<file path="src/rtl/serial_tx_pkg.sv">
// Shared types and default parameters for the serial transmit framer.
// The state encoding is shared by the top-level FSM and any debug tooling.
package serial_tx_pkg;

  localparam int DEF_DATA_W       = 8;
  localparam int DEF_CLKS_PER_BIT = 4;
  localparam int DEF_LSB_FIRST    = 1;
  localparam int DEF_PARITY_EN    = 1;

  typedef enum logic [2:0] {
    ST_IDLE   = 3'd0,
    ST_START  = 3'd1,
    ST_DATA   = 3'd2,
    ST_PARITY = 3'd3,
    ST_STOP   = 3'd4
  } tx_state_e;

  // Counter width for a modulus of n; a modulus of 1 still needs one bit.
  function automatic int cnt_width(input int n);
    return (n > 1) ? $clog2(n) : 1;
  endfunction

endpackage

</file>
<file path="src/rtl/bit_timer.sv">
// Bit-period counter for the framer: counts 0..CLKS_PER_BIT-1 while a frame is active.
// tick_first is a registered flag high in the first cycle of every period.
module bit_timer
  import serial_tx_pkg::*;
#(
  parameter int CLKS_PER_BIT = DEF_CLKS_PER_BIT
) (
  input  logic clk,
  input  logic reset,
  input  logic active,
  input  logic active_next,
  output logic tick_first,
  output logic tick_last,
  output logic tick_next_last
);

  localparam int CNT_W = cnt_width(CLKS_PER_BIT);
  localparam logic [CNT_W-1:0] LAST = CNT_W'(CLKS_PER_BIT - 1);

  logic [CNT_W-1:0] cnt_q;
  logic [CNT_W-1:0] cnt_d;
  logic             first_q;

  // A period restarts from 0 whenever the frame is (re)entered or the count wraps.
  always_comb begin
    cnt_d = '0;
    if (active && active_next && (cnt_q != LAST)) begin
      cnt_d = cnt_q + CNT_W'(1);
    end
  end

  always_ff @(posedge clk or posedge reset) begin
    if (reset) begin
      cnt_q   <= '0;
      first_q <= 1'b0;
    end else begin
      cnt_q   <= cnt_d;
      first_q <= active_next && (cnt_d == '0);
    end
  end

  assign tick_first     = first_q;
  assign tick_last      = (cnt_q == LAST);
  assign tick_next_last = active_next && (cnt_d == LAST);

endmodule

</file>
<file path="src/rtl/serial_tx_framer.sv">
// Parallel-to-serial framer: start bit, DATA_W data bits, optional even parity, stop bit.
// All line-side outputs are registered; next-state values are computed one edge ahead.
module serial_tx_framer
  import serial_tx_pkg::*;
#(
  parameter int DATA_W       = DEF_DATA_W,
  parameter int CLKS_PER_BIT = DEF_CLKS_PER_BIT,
  parameter int LSB_FIRST    = DEF_LSB_FIRST,
  parameter int PARITY_EN    = DEF_PARITY_EN
) (
  input  logic              clk,
  input  logic              reset,
  input  logic [DATA_W-1:0] in_data,
  input  logic              in_valid,
  output logic              in_ready,
  output logic              serial_out,
  output logic              bit_strobe,
  output logic              busy,
  output logic              done
);

  localparam int BIT_CNT_W = $clog2(DATA_W + 1);
  localparam logic [BIT_CNT_W-1:0] LAST_BIT = BIT_CNT_W'(DATA_W - 1);

  tx_state_e             state_q;
  tx_state_e             state_d;
  logic [DATA_W-1:0]     shreg_q;
  logic [DATA_W-1:0]     shreg_d;
  logic [BIT_CNT_W-1:0]  bit_cnt_q;
  logic [BIT_CNT_W-1:0]  bit_cnt_d;
  logic                  parity_q;
  logic                  serial_q;
  logic                  serial_d;
  logic                  busy_q;
  logic                  done_q;
  logic                  handshake;
  logic                  tick_first;
  logic                  tick_last;
  logic                  tick_next_last;

  assign in_ready  = (state_q == ST_IDLE);
  assign handshake = in_valid && in_ready;

  bit_timer #(
    .CLKS_PER_BIT(CLKS_PER_BIT)
  ) u_bit_timer (
    .clk           (clk),
    .reset         (reset),
    .active        (state_q != ST_IDLE),
    .active_next   (state_d != ST_IDLE),
    .tick_first    (tick_first),
    .tick_last     (tick_last),
    .tick_next_last(tick_next_last)
  );

  always_comb begin
    state_d = state_q;
    case (state_q)
      ST_IDLE:   if (handshake) state_d = ST_START;
      ST_START:  if (tick_last) state_d = ST_DATA;
      ST_DATA: begin
        if (tick_last && (bit_cnt_q == LAST_BIT)) begin
          state_d = (PARITY_EN != 0) ? ST_PARITY : ST_STOP;
        end
      end
      ST_PARITY: if (tick_last) state_d = ST_STOP;
      ST_STOP:   if (tick_last) state_d = ST_IDLE;
      default:   state_d = ST_IDLE;
    endcase
  end

  // The shift register always presents the next data bit at its output end.
  always_comb begin
    shreg_d   = shreg_q;
    bit_cnt_d = bit_cnt_q;
    if (handshake) begin
      shreg_d   = in_data;
      bit_cnt_d = '0;
    end else if ((state_q == ST_DATA) && tick_last) begin
      shreg_d   = (LSB_FIRST != 0) ? (shreg_q >> 1) : (shreg_q << 1);
      bit_cnt_d = (bit_cnt_q == LAST_BIT) ? '0 : bit_cnt_q + BIT_CNT_W'(1);
    end
  end

  always_comb begin
    serial_d = 1'b1;
    case (state_d)
      ST_START:  serial_d = 1'b0;
      ST_DATA:   serial_d = (LSB_FIRST != 0) ? shreg_d[0] : shreg_d[DATA_W-1];
      ST_PARITY: serial_d = parity_q;
      default:   serial_d = 1'b1;
    endcase
  end

  always_ff @(posedge clk or posedge reset) begin
    if (reset) begin
      state_q   <= ST_IDLE;
      shreg_q   <= '0;
      bit_cnt_q <= '0;
      parity_q  <= 1'b0;
      serial_q  <= 1'b1;
      busy_q    <= 1'b0;
      done_q    <= 1'b0;
    end else begin
      state_q   <= state_d;
      shreg_q   <= shreg_d;
      bit_cnt_q <= bit_cnt_d;
      if (handshake) begin
        parity_q <= ^in_data;
      end
      serial_q  <= serial_d;
      busy_q    <= (state_d != ST_IDLE);
      // done marks the last cycle of the stop bit, so it is set one edge early.
      done_q    <= (state_d == ST_STOP) && tick_next_last;
    end
  end

  assign serial_out = serial_q;
  assign bit_strobe = tick_first;
  assign busy       = busy_q;
  assign done       = done_q;

endmodule

</file>
<file path="config.mk">
export PLATFORM = sky130hd
export DESIGN_NAME = serial_tx_framer
export DESIGN_NICKNAME = d
export VERILOG_FILES = /design/src/rtl/serial_tx_pkg.sv /design/src/rtl/bit_timer.sv /design/src/rtl/serial_tx_framer.sv
export SDC_FILE = /design/constraint.sdc
export NUM_CORES = 1
export LEC_CHECK = 0
export ABC_AREA = 1
export ABC_CLOCK_PERIOD_IN_PS = 2410
export CORE_ASPECT_RATIO = 1.25
export CORE_MARGIN = 5
export CORE_UTILIZATION = 40
export DETAILED_ROUTE_END_ITERATION = 16
export HOLD_SLACK_MARGIN = 0.1
export SLEW_MARGIN = 20
export SYNTH_ARGS = -nofsm -noshare
export SYNTH_HDL_FRONTEND = slang
export SYNTH_SLANG_ARGS = --single-unit
export TNS_END_PERCENT = 20
</file>
<file path="constraint.sdc">
create_clock -name clk -period 2.41 [get_ports clk]
set_clock_uncertainty 0.15 [all_clocks]
set_input_delay 0.6025 -clock clk [delete_from_list [all_inputs] [get_ports clk]]
set_output_delay 0.6025 -clock clk [all_outputs]
set_load 0.01 [all_outputs]
</file>
After elaboration in Yosys (flattened, before gate mapping)
Cells that the tools add are included.
{"block": "classes", "addsub": 2, "n_eq_ne": 12, "n_mux": 13, "n_reduce_logical": 14}
{"cell": "$mux W8", "n": 2}
{"cell": "$mux W3", "n": 5}
{"cell": "$pmux W3 S5", "n": 1}
{"cell": "$eq A3 B2 Y1 const B", "n": 4}
{"cell": "$mux W4", "n": 3}
{"cell": "$logic_and A1 B1 Y1", "n": 8}
{"cell": "$reduce_xor A8 Y1", "n": 1}
{"cell": "$eq A3 B1 Y1 const B", "n": 2}
{"cell": "$eq A3 B3 Y1 const B", "n": 2}
{"cell": "$reduce_bool A3 Y1", "n": 2}
{"cell": "$add A4 B1 Y4 const B", "n": 1}
{"cell": "$eq A2 B2 Y1 const B", "n": 2}
{"cell": "$eq A4 B3 Y1 const B", "n": 1}
{"cell": "$logic_not A3 Y1", "n": 1}
{"cell": "$pmux W1 S3", "n": 1}
{"cell": "$add A2 B1 Y2 const B", "n": 1}
{"cell": "$logic_not A2 Y1", "n": 1}
{"cell": "$mux W2", "n": 1}
{"cell": "$ne A2 B2 Y1 const B", "n": 1}
{"cell": "$reduce_bool A2 Y1", "n": 1}
{"block": "word_totals", "reg_bits": 22, "input_bits": 11, "elab_cells": 51}

Logic depth before layout (Yosys ltp)
Gate-level depths: netlist of the first run.
{"block": "logic_depth", "ltp_word": 11, "depth_mapped": 10, "depth_no_buf": 10}

By module
Synthesis of the first run repeated with hierarchy kept, for this count alone.
{"block": "hier_totals", "cells_unflattened": 138, "hier_area_um2": 1192.4}
{"module": "serial_tx_framer", "n_inst": 1, "cells_each": 125, "area_each_um2": 1047.3, "seq_area_each_um2": 476.7}
{"module": "bit_timer", "n_inst": 1, "cells_each": 13, "area_each_um2": 145.1, "seq_area_each_um2": 75.1}

Worst setup path after synthesis of the first run
Ideal clock, no wire load.
{"block": "synth_timing", "path_type": "register to register", "start": "register u_bit_timer.cnt_q[0]", "end": "register bit_cnt_q[1]", "setup_ns": 0.121, "arrival_ns": 1.287, "path_slack_ns": 0.852, "stages_incl_launch_ff": 9, "path_buffers": 1, "synth_period_minus_slack_ns": 1.558, "path_cell_list": "dfrtp_1 -> ha_1 -> inv_2 -> nor2_1 -> nand2_2 -> nand2_1 -> inv_2 -> buf_6 -> a22o_1"}
{"block": "synth_between", "elab_chain_cells": 3}
{"element": "start, declared", "line_no": "bit_timer.sv:20", "source": "logic [CNT_W-1:0] cnt_q;"}
{"element": "start signal, assigned", "line_no": "bit_timer.sv:37", "source": "cnt_q <= cnt_d;"}
{"element": "$eq A2 B2 Y1", "line_no": "bit_timer.sv:43", "source": "assign tick_last = (cnt_q == LAST);"}
{"element": "$logic_and A1 B1 Y1", "line_no": "serial_tx_framer.sv:79", "source": "end else if ((state_q == ST_DATA) && tick_last) begin"}
{"element": "$reduce_bool A2 Y1 (no source line)"}
{"element": "end signal, assigned", "line_no": "serial_tx_framer.sv:107", "source": "bit_cnt_q <= bit_cnt_d;"}
{"element": "end, declared", "line_no": "serial_tx_framer.sv:29", "source": "logic [BIT_CNT_W-1:0] bit_cnt_q;"}
Every way passes these cells.
A chain may end at the register's enable or synchronous reset.

Worst setup path in the final report of the first run
{"block": "layout_timing", "start": "register state_q[0]", "end": "output in_ready"}
{"block": "layout_between", "elab_chain_cells": 1}
{"element": "start, declared", "line_no": "serial_tx_framer.sv:25", "source": "tx_state_e state_q;"}
{"element": "start signal, assigned", "line_no": "serial_tx_framer.sv:105", "source": "state_q <= state_d;"}
{"element": "$logic_not A3 Y1", "line_no": "serial_tx_framer.sv:41", "source": "assign in_ready = (state_q == ST_IDLE);"}
{"element": "end, declared", "line_no": "serial_tx_framer.sv:15", "source": "output logic in_ready,"}
Every way passes these cells.

==> results.md, run 1 <==
- Crit path cell chain: nor2_4 -> nand2_1 -> inv_1 -> clkdlybuf4s50_1
- Clk_lat worst skew: 0.30 ns
- Lkg Pwr: 0.638 nW
- Area of the die: 0.00398 mm²
- Endpoints failing setup: 0
- Root buf cell: clkbuf_4
- Via/cell ratio: 4.76
- Chip width: 57.4 µm
- First-pass DRT Iterations: 4
- Int Pwr: 0.000489 W
- Final setup margin: 0.0687 ns
- DP Worst Slack: 0.343 ns
- CP Class: reg2out
- CORE AREA: 0.00268 mm²
- Dominant cells by area after synthesis: dfrtp_1 47%, nand2_1 13%, nand3_1 5.3%, xnor2_1 4.7%, inv_1 3.3%
- Final instance area: 0.00136 mm²
- Number of buffers created by CTS: 3
- Power Density: 454 mW/mm²
- Status: complete, no violations
- Drt drc: 0
- Final GP Congestion: 0.771
- Reg clk slew, reported paths: 0.11 ns
- Crit. End Element: output port
- TritonCTS clock tree: done
- I/O pin cnt: 16
- Syn. warnings: 0
- Crit path DAT: 1.59 ns
- Antenna violations before repair: 0
- Synthesized area per cell: 8.92 µm²
- Clock share of power: 0.320
- Period utilization: 0.972
- Gate Count Post-Synth: 126
- Largest net degree at the start of global routing: 23
- #FFs+latches synth: 22
- GRT overflow: 0
- Synth top area share: 0.468
- Area of the multi-input gates: 513 µm²
- N_diodes: 0
- Post-route ant nets: 0
- FP Rows: 21
- Switching Fraction: 0.210
- Most frequent cells in the layout: 38 x nand2_1, 20 x dfrtp_1, 15 x clkdlybuf4s50_1
- Nets: 160
- Initial core utilization: 0.419
- Sw Pwr: 0.000130 W
- Yosys top cell by area: dfrtp_1
- Sequential area share after synthesis: 0.491
- Wire length per cell: 11.1 µm
- CP Max Fanout: 3
- Hold_ws: 0.340 ns
- Sequential power share: 0.597
- Pins Over Slew Limit: 0
- Placement Cell Area: 0.00131 mm²
- Max VDD drop: 0.266 mV
- Max Cap Violations: 0
- Most common cell after layout, fill and taps aside: nand2_1
- Slowest CP cell: clkdlybuf4s50_1
- Crit-path max cell delay: 0.53 ns
- Reg area: 553 µm²
- Fin util: 0.508
- Cell Area, Synth: 0.00112 mm²
- RSZ-0062 raised after global routing: false
- CTS H-tree lvls: 1
- Final hold viol count: 0
- Slew margin rel.: 0.788
- Final-layout fill cell count: 271
- Port Buffers: 15
- Die Y: 69.3 µm
- Fin crit period: 2.34 ns
- Synth cell types: 22
- First-pass GRT wire length: 3550 µm
- Max Freq: 427 MHz
- Fin Setup TNS: 0 ns
- Via Count: 856
- Clock Path Buffers: 2
- Worst Max-Slew Pin Slew: 0.316 ns
- Hold WC Path Type: reg2reg
- Hold_buf cts: 0
- Worst Setup Start Kind: flip-flop
- Post-DP HPWL: 1510 µm
- Gr usage total: 0.112
- Required time of the critical path: 1.66 ns
- Sink Count: 22
- Area delta synth->final: 21.3%
- Net Count, Synth: 139
- Vias in the first global route: 833
- Starting DRT DRC Count: 14
- Post-Route WL: 2000 µm
- Logic gate share of total power: 0.083
- Fraction of layout cells with a size suffix above 1: 0.164
==> final timing paths <==
path                                   end            startpoint  depth (start not counted)  slack (ns)
worst max-delay path              in_ready            state_q[0]                          4        0.07
worst min-delay path                  done  u_bit_timer.cnt_q[0]                          1        0.34
worst min register to register        done  u_bit_timer.cnt_q[0]                          1        0.34
max in group asynchronous       serial_out                 reset                          3        1.38
worst max register to register  serial_out  u_bit_timer.cnt_q[0]                         10        0.67
min in group asynchronous       shreg_q[6]                 reset                          3        0.46
==> repair_timing <==
action,in CTS,in global routing
setup buffers,0,1
gates cloned,0,0
gates resized for setup,1,1
setup endpoints to repair,1,1
==> cell type report <==
class,instances,area share
inverter,14,0.0386
timing repair buffer,17,0.121
tap,34,0.0312
clock buffer,4,0.0266
multi-input combinational,89,0.376
sequential,22,0.406
==> flip-flops by register name (all words and copies together), names as in the netlist <==
signal	count
state_q	3
shreg_q	8
u_bit_timer.tick_first	1
bit_cnt_q	4
serial_out	1
parity_q	1
busy	1
u_bit_timer.cnt_q	2
done	1
==> stage by stage <==
step	instances	total power, W
5_1_grt	180	0.000645
3_3_place_gp	175	0.000427
3_5_place_dp	175	0.000428
4_1_cts	179	0.000626
2_1_floorplan	126	0.000403
6_report	180	0.000618
==> metal layers <==
layer  part of all wire  up-vias  track usage
met5                  0        -            0
met1               0.43      395        0.136
met4              0.029        0       0.0619
met2               0.50       19        0.183
li1                   -      436            -
met3              0.045        6       0.0186
==> cells by family after synthesis <==
family                     Yosys count  share of synthesized area
adders and majority gates            2                     0.0223
xor gates and xnor gates            10                     0.0779
AOI/OAI and AO/OA                    7                     0.0412
and+or+nand+nor                     70                      0.311
buffers and inverters               15                     0.0568
DFF                                 22                      0.491
==> cell usage after synthesis (all sizes together) <==
cell,number
nand2,41
dfrtp,21
inv,14
nand3,14
nor2,14
xnor2,6
xor2,4
a22o,2
ha,2
o21ai,2
a21oi,1
buf,1
dfstp,1
nor3,1
o22ai,1
o31ai,1
==> worst max-delay path: cells and delay by family (launching register included) <==
kind          cells  cell delay (ns)
simple gates      2             0.23
flops             1             0.45
buf+inv           2             0.60
==> power groups by stage <==
stage	clock (W)	sequential (W)	combinational, W
after floorplan	0	0.000376	0.0000266
after global placement	0	0.000376	0.0000512
after detailed placement	0	0.000376	0.0000518
after CTS	0.000204	0.000369	0.0000524
after global routing	0.000219	0.000369	0.0000576
final	0.000198	0.000369	0.0000514
No activity file was read; power rests on OpenSTA's default activity.
==> inputs of run 2 (changes only) <==
- CORE_UTILIZATION: 40 -> 50
- PLACE_DENSITY: unset -> 0.74
==> results.md, run 2 (same netlist as run 1, synthesis figures left out) <==
- Final hold viol count: 0 (unchanged)
- Worst Setup Start Kind: flip-flop (unchanged)
- Post-DP HPWL: 1500 µm (was 1510 µm)
- Crit. End Element: output port (unchanged)
- Slew margin rel.: 0.794 (was 0.788)
- Area delta synth->final: 22.4% (was 21.3%)
- Clock Path Buffers: 2 (unchanged)
- Nets: 160 (unchanged)
- Routing usage on met3: 0.0310 (was 0.0186)
- Worst Max-Slew Pin Slew: 0.307 ns (was 0.316 ns)
- Period utilization: 0.959 (was 0.972)
- Vias in the first global route: 938 (was 833)
- First-pass GRT wire length: 3750 µm (was 3550 µm)
- Gr busiest metal: met2 (unchanged)
- Root buf cell: clkbuf_4 (unchanged)
- CTS H-tree lvls: 1 (unchanged)
- GRT overflow: 0 (unchanged)
- Final Total Pwr: 0.000702 W (was 0.000618 W)
- I/O pin cnt: 16 (unchanged)
- DP Worst Slack: 0.350 ns (was 0.343 ns)
- Sw Pwr: 0.000137 W (was 0.000130 W)
- Reg clk slew, reported paths: 0.13 ns (was 0.11 ns)
- Number of flip-flops in the largest register: 8 (unchanged)
- Antenna violations before repair: 0 (unchanged)
- Final GP Congestion: 0.744 (was 0.771)
- Gr usage total: 0.145 (was 0.112)
- First-pass DRT Iterations: 4 (unchanged)
- Via/cell ratio: 4.96 (was 4.76)
- Met2 GRT Util: 0.255 (was 0.183)
- Fin util: 0.629 (was 0.508)
- Pins Over Slew Limit: 0 (unchanged)
- TritonCTS clock tree: done (unchanged)
- Logic gate share of total power: 0.074 (was 0.083)
- FP Rows: 19 (was 21)
- Crit-path max cell delay: 0.53 ns (about the same)
- Power Density: 510 mW/mm² (was 454 mW/mm²)
- Fin crit period: 2.31 ns (was 2.34 ns)
- Clock share of power: 0.400 (was 0.320)
- Int Pwr: 0.000565 W (was 0.000489 W)
- Most frequent cells in the layout: 38 x nand2_1, 20 x dfrtp_1, 15 x clkdlybuf4s50_1 (unchanged)
- CP Class: reg2out (unchanged)
- Wire length per cell: 11.0 µm (was 11.1 µm)
- Hold_buf cts: 0 (unchanged)
- Via Count: 878 (was 856)
- WP buf/inv: 2 (unchanged)
- Final setup margin: 0.0995 ns (was 0.0687 ns)
- N_diodes: 0 (unchanged)
- Chip width: 52.4 µm (was 57.4 µm)
- Sequential power share: 0.526 (was 0.597)
- Met1 usage: 0.168 (was 0.136)
- CORE AREA: 0.00219 mm² (was 0.00268 mm²)
- Max Freq: 433 MHz (was 427 MHz)
- Crit path cell chain: nor2_4 -> nand2_1 -> inv_1 -> clkdlybuf4s50_1 (unchanged)
- Number of buffers created by CTS: 3 (unchanged)
- Clk_lat worst skew: 0.30 ns (about the same)
- Die Y: 63 µm (was 69.3 µm)
- Port Buffers: 15 (unchanged)
- Required time of the critical path: 1.66 ns (about the same)
- Hold_ws: 0.348 ns (was 0.340 ns)
- Drt drc: 0 (unchanged)
- Starting DRT DRC Count: 17 (was 14)
- Endpoints failing setup: 0 (unchanged)
- Slowest CP cell: clkdlybuf4s50_1 (unchanged)
- CP Max Fanout: 3 (unchanged)
- R2r setup slk: 0.68 ns (was 0.67 ns)
- Area of the die: 0.00330 mm² (was 0.00398 mm²)
- Post-Route WL: 1940 µm (was 2000 µm)
- Fraction of layout cells with a size suffix above 1: 0.171 (was 0.164)
- Max Cap Violations: 0 (unchanged)
- Crit path DAT: 1.56 ns (was 1.59 ns)
- Sink Count: 22 (unchanged)
- Fin Setup TNS: 0 ns (unchanged)
- RSZ-0062 raised after global routing: false (unchanged)
- Switching Fraction: 0.195 (was 0.210)
- Top Family by Delay on Critical Path: buffers and inverters (unchanged)
- Largest net degree at the start of global routing: 23 (unchanged)
- Final-layout fill cell count: 189 (was 271)
- Biggest regs: shreg_q: 8 flops, bit_cnt_q: 4 flops, state_q: 3 flops (unchanged)
- Top reg by flops: shreg_q (unchanged)
- Initial core utilization: 0.514 (was 0.419)
- Post-route ant nets: 0 (unchanged)
- Max VDD drop: 0.340 mV (was 0.266 mV)
- Lkg Pwr: 0.645 nW (was 0.638 nW)
- Hold WC Path Type: reg2reg (unchanged)
- Status: complete, no violations (unchanged)
- Most common cell after layout, fill and taps aside: nand2_1 (unchanged)
run 2: power by group through the flow:
stage / logic, W / clock network [W] / registers (W)
detailed placement: 0.0000528 / 0 / 0.000376
global placement: 0.0000506 / 0 / 0.000376
global route: 0.0000589 / 0.000303 / 0.000369
floorplan: 0.0000266 / 0 / 0.000376
finish: 0.0000517 / 0.000281 / 0.000369
CTS: 0.0000527 / 0.000283 / 0.000369
run 2: what timing repair did:
action,4_1_cts,5_1_grt
endpoints found under the setup margin,0,1
buffers inserted,0,1
gates resized for setup,0,3
run 2: final cells by class:
type / instances / area [µm²] / area share
repair buffers: 17 / 165 / 0.120
flip-flops and latches: 22 / 553 / 0.402
well taps: 31 / 38.8 / 0.0282
inverters: 14 / 52.6 / 0.0382
multi-input cells: 89 / 513 / 0.373
clock buffers: 3 / 22.5 / 0.0164
clock inverters: 1 / 30.0 / 0.0218
run 2: stage by stage:
step                area (µm²)  std cells
floorplan                 1120        126
global placement          1310        172
detailed placement        1310        172
CTS                       1360        176
global route              1380        177
finish                    1380        177
run 2: metal layers:
| layer | part of all wire | up-vias |
|---|---|---|
| met2 | 0.54 | 23 |
| met1 | 0.41 | 413 |
| li1 | - | 440 |
| met3 | 0.047 | 2 |
| met5 | 0 | - |
| met4 | 0.0052 | 0 |
run 2: path summary, 6_finish.rpt:
path                       cells past startpoint      endpoint                  from
hold reg to reg                                1          done  u_bit_timer.cnt_q[0]
max in group asynchronous                      3    serial_out                 reset
setup / recovery                               4      in_ready            state_q[0]
setup reg to reg                              10    serial_out  u_bit_timer.cnt_q[0]
hold / removal                                 1          done  u_bit_timer.cnt_q[0]
min in group asynchronous                      3  bit_cnt_q[2]                 reset
==> inputs of run 3 (changes only) <==
- CAP_MARGIN: unset -> 10
- GPL_TIMING_DRIVEN: unset -> 0
==> results.md, run 3 (same netlist as run 1, synthesis figures left out) <==
- Wire length per cell: 11.8 µm (was 11.0 µm)
- Vias in the first global route: 912 (was 938)
- Biggest regs: shreg_q: 8 flops, bit_cnt_q: 4 flops, state_q: 3 flops (unchanged)
- Worst Max-Slew Pin Slew: 0.823 ns (was 0.307 ns)
- Area delta synth->final: 22.6% (was 22.4%)
- Die Y: 63 µm (unchanged)
- I/O pin cnt: 16 (unchanged)
- Crit. End Element: output port (unchanged)
- Number of flip-flops in the largest register: 8 (unchanged)
- Fraction of layout cells with a size suffix above 1: 0.182 (was 0.171)
- First-pass GRT wire length: 3840 µm (was 3750 µm)
- Via/cell ratio: 4.93 (was 4.96)
- Antenna violations before repair: 0 (unchanged)
- TritonCTS clock tree: done (unchanged)
- WP buf/inv: 2 (unchanged)
- Post-Route WL: 2100 µm (was 1940 µm)
- Fin crit period: 2.28 ns (was 2.31 ns)
- First-pass DRT Iterations: 4 (unchanged)
- Non-Filler Instances: 179 (was 177)
- DP Worst Slack: 0.315 ns (was 0.350 ns)
- Number of buffers created by CTS: 3 (unchanged)
- Gr usage total: 0.153 (was 0.145)
- Most frequent cells in the layout: 38 x nand2_1, 20 x dfrtp_1, 15 x clkdlybuf4s50_1 (unchanged)
- Top Family by Delay on Critical Path: buffers and inverters (unchanged)
- Top reg by flops: shreg_q (unchanged)
- Chip width: 52.4 µm (unchanged)
- Via Count: 883 (was 878)
- Sink Count: 22 (unchanged)
- Clk_lat worst skew: 0.30 ns (about the same)
- Worst Reg-to-Reg Cells: 8 (was 10)
- FP Rows: 19 (unchanged)
- Drt drc: 0 (unchanged)
- Reg clk slew, reported paths: 0.12 ns (was 0.13 ns)
- Hold Path Depth: 2 (was 1)
- Period utilization: 0.946 (was 0.959)
- RSZ-0062 raised after global routing: false (unchanged)
- Largest net degree at the start of global routing: 23 (unchanged)
- CTS H-tree lvls: 1 (unchanged)
- Max Freq: 439 MHz (was 433 MHz)
- Area of the die: 0.00330 mm² (unchanged)
- Initial core utilization: 0.514 (unchanged)
- Crit path DAT: 1.53 ns (was 1.56 ns)
- Clock Path Buffers: 2 (unchanged)
- CORE AREA: 0.00219 mm² (unchanged)
- Final GP Congestion: 0.754 (was 0.744)
- Final hold viol count: 0 (unchanged)
- Final setup margin: 0.130 ns (was 0.0995 ns)
- Starting DRT DRC Count: 26 (was 17)
- CP Max Fanout: 3 (unchanged)
- Nets: 162 (was 160)
- Power Density: 451 mW/mm² (was 510 mW/mm²)
- Post-DP HPWL: 1590 µm (was 1500 µm)
- Crit path cell chain: nor2_4 -> nand2_1 -> inv_1 -> clkdlybuf4s50_1 (unchanged)
- Most common cell after layout, fill and taps aside: nand2_1 (unchanged)
- Required time of the critical path: 1.66 ns (about the same)
- # placed instances: 172 (unchanged)
- Post-route ant nets: 0 (unchanged)
- Worst Setup Start Kind: flip-flop (unchanged)
- GRT overflow: 0 (unchanged)
- Fin Setup TNS: 0 ns (unchanged)
- Hold WC Path Type: reg2reg (unchanged)
- Status: complete, no violations (unchanged)
- Slowest CP cell: clkdlybuf4s50_1 (unchanged)
- Pins Over Slew Limit: 0 (unchanged)
- Lkg Pwr: 0.649 nW (was 0.645 nW)
- Crit path depth: 4 (unchanged)
- Root buf cell: clkbuf_4 (unchanged)
- N_diodes: 0 (unchanged)
- Slew margin rel.: 0.451 (was 0.794)
- CP Class: reg2out (unchanged)
- Port Buffers: 15 (unchanged)
- Endpoints failing setup: 0 (unchanged)
- Max Cap Violations: 0 (unchanged)
- Crit-path max cell delay: 0.53 ns (about the same)
- Max VDD drop: 0.331 mV (was 0.340 mV)
-- run 3: cell count changes in the layout (fill, tap and decap cells not counted), sizes merged --
cell    delta
bufinv     -1
clkbuf     +1
buf        +2
-- run 3: through the flow --
step,total power (W),instance area [µm²],util,hold WS (ns)
CTS,0.000630,1350,0.619,0.352
detailed placement,0.000426,1310,0.600,0.321
floorplan,0.000403,1120,-,0.299
finish,0.000621,1380,0.630,0.349
global placement,0.000425,1310,0.600,0.315
global route,0.000658,1380,0.630,0.370
-- run 3: what timing repair did --
item,CTS,global route
pin swaps,0,1
buffers inserted,0,3
setup endpoints to repair,1,1
gates resized for setup,1,2
endpoints found under the hold margin,0,0
cloned,0,0
hold buffers,0,0
-- run 3: path summary, 6_finish.rpt --
check,start,endpoint,slack [ns]
max,state_q[1],in_ready,0.13
min,parity_q,parity_q,0.35
max reg2reg,u_bit_timer.cnt_q[0],bit_cnt_q[1],0.64
min reg2reg,parity_q,parity_q,0.35
max in group asynchronous,reset,state_q[0],0.96
min in group asynchronous,reset,state_q[1],0.60
-- run 3: routing by layer --
layer  global-route usage  routed length (µm)
met5                    0                   0
met4               0.0767                  38
met3               0.0239                  52
met2                0.256                1120
met1                0.183                 891
-- run 3: area by class of cell --
class | instances | area, µm²
plain buffers | 1 | 11.3
multi-input cells | 89 | 513
flip-flops and latches | 22 | 553
well taps | 31 | 38.8
clock buffers | 4 | 36.3
inverters | 14 | 52.6
fillers | 211 | 810
repair buffers | 18 | 173
-- run 3: power breakdown --
| group | switching [W] | total [W] | internal [W] |
|---|---|---|---|
| Sequential | 0 | 0.000369 | 0.000369 |
| Clock | 0.000110 | 0.000202 | 0.0000921 |
| Combinational | 0.0000229 | 0.0000493 | 0.0000264 |
| Total | 0.000133 | 0.000621 | 0.000488 |
-- run 3: tightest hold or removal path: cells and delay by family, from the launching register on --
family	cells	cell delay, ns
flip-flops	1	0.36
AND/OR/NAND/NOR	2	0.11
==> patch: new RTL, flow settings as in run 3 <==
Change the package constant `DEF_DATA_W` from 8 to 4.
--- a/src/rtl/serial_tx_pkg.sv
+++ b/src/rtl/serial_tx_pkg.sv
@@ -2,7 +2,7 @@
 // The state encoding is shared by the top-level FSM and any debug tooling.
 package serial_tx_pkg;
 
-  localparam int DEF_DATA_W       = 8;
+  localparam int DEF_DATA_W       = 4;
   localparam int DEF_CLKS_PER_BIT = 4;
   localparam int DEF_LSB_FIRST    = 1;
   localparam int DEF_PARITY_EN    = 1;
Interface: changed (resized in_data); port bits go from 16 to 12. No check against the original RTL was run, so the function may have changed too.
==> patch against run 3 <==
Die area decreased by 20%; core utilization increased by 0.92 points; first-iteration DRC count decreased by 65%; setup slack got worse by 45 ps; synthesized cell count decreased by 25%; routed wire length decreased by 32%; area after synthesis decreased by 24%; sequential cell count decreased by 5; design area decreased by 26%.
Power is not compared: it rests on default switching activity, and its combinational part moved more than twofold at a synthesized area within 25%.
==> patch: results (changes against run 3) <==
| Metric | Value |
|---|---|
| Outcome | finished, final reports clean |
| Pin count of the biggest net entering global routing | 18 (-22%) |
| Top area cells in the synthesized netlist | dfrtp_1 (47%), nand2_1 (7.4%), inv_1 (5.7%) |
| Fin Hold WS | 345.6 ps (-3.005 ps) |
| Wire per inst | 11.28 um (-4.1%) |
| R2r endpoint | done |
| Seq/Total Area, Yosys | 0.4971 (+0.005993) |
| Clock latency on the worst-skew pair | 280 ps (-20 ps) |
| Min-Delay Endpoint | u_bit_timer.cnt_q[0] |
| GP Congestion | 0.7628 (+1.1%) |
| CTS sink cnt | 17 (-23%) |
| Post-Synth Adder-Cell Area | 0.02915 (+0.006883) |
| Synth cell count leaders | nand2_1 (17), dfrtp_1 (16), inv_1 (13) |
| Clk slew on worst S/H paths | 90 ps (-30 ps) |
| Worst-path fanout max | 6 (+3) |
| Vias in the first global route | 668 (-27%) |
| CP Data Arrival Time | 1570 ps (+40 ps) |
| Post-synthesis compound-gate area fraction | 0.06997 (+0.02877) |
| FILL cells | 140 (-34%) |
| Tot GR Track Use | 0.1372 (-0.01574) |
| Via density | 4.969 (+0.72%) |
| Largest regs | shreg_q x4, bit_cnt_q x3, state_q x3 |
| Max-slew headroom | 0.5649 (+0.1142) |
| Syn_nets | 103 (-26%) |
| Multi-input gates | 61 (-31%) |
| Reg2reg path depth | 9 (+1) |
| First-pass GRT wire length | 2684 um (-30%) |
| Hold_sp | u_bit_timer.cnt_q[0] |
| I/O Buffers | 11 (-4) |
==> patch: cell types whose count changed after synthesis, sizes merged, moves of 3 or more <==
cell / change
nand3: -5
nand2: -21
xnor2: -3
xor2: -4
dfrtp: -5
o21ai: +4
==> patch: how the worst max path moves through the flow <==
stage	to	slack [ps]	from	cells past startpoint
floorplan	u_bit_timer.tick_first	880	u_bit_timer.cnt_q[0]	10
global placement	in_ready	340	state_q[0]	4
detailed placement	in_ready	320	state_q[0]	4
CTS	in_ready	50	state_q[0]	4
global route	in_ready	10	state_q[0]	4
finish	in_ready	80	state_q[0]	4
==> patch: layer usage <==
| metal | wire, um | share of wire | vias to the layer above | GRT usage |
|---|---|---|---|---|
| met5 | 0 | 0 | - | 0 |
| met4 | 27 | 0.019 | 0 | 0.05929 |
| li1 | - | - | 329 | - |
| met2 | 772 | 0.54 | 10 | 0.2311 |
| met1 | 609 | 0.43 | 288 | 0.1653 |
| met3 | 22 | 0.015 | 4 | 0.01917 |
==> patch: metrics by stage <==
stage	std cells	cell area, um2	power [mW]
global placement	123	991.0	1.097
finish	127	1023	1.262
floorplan	94	858.3	0.9402
CTS	127	1022	1.276
detailed placement	123	991.0	1.117
global route	127	1023	1.387
==> patch: report_power, final <==
group	total, mW	leakage [nW]	switching, mW	internal, mW
clock network	0.147	0.0150	0.0829	0.0643
logic	0.628	0.276	0.365	0.263
registers	0.487	0.211	0.0772	0.410
total	1.26	0.502	0.525	0.737
==> patch: repair_timing <==
item	in CTS	in global routing
endpoints found under the setup margin	1	1
gates resized for setup	1	1
pin swaps	0	0
==> patch: worst max-delay path, cell delays in order (launching register included) <==
cell and delay [ps]:
dfrtp_2 470, nor2_4 140, nand2_1 80, inv_1 70, clkdlybuf4s50_1 530
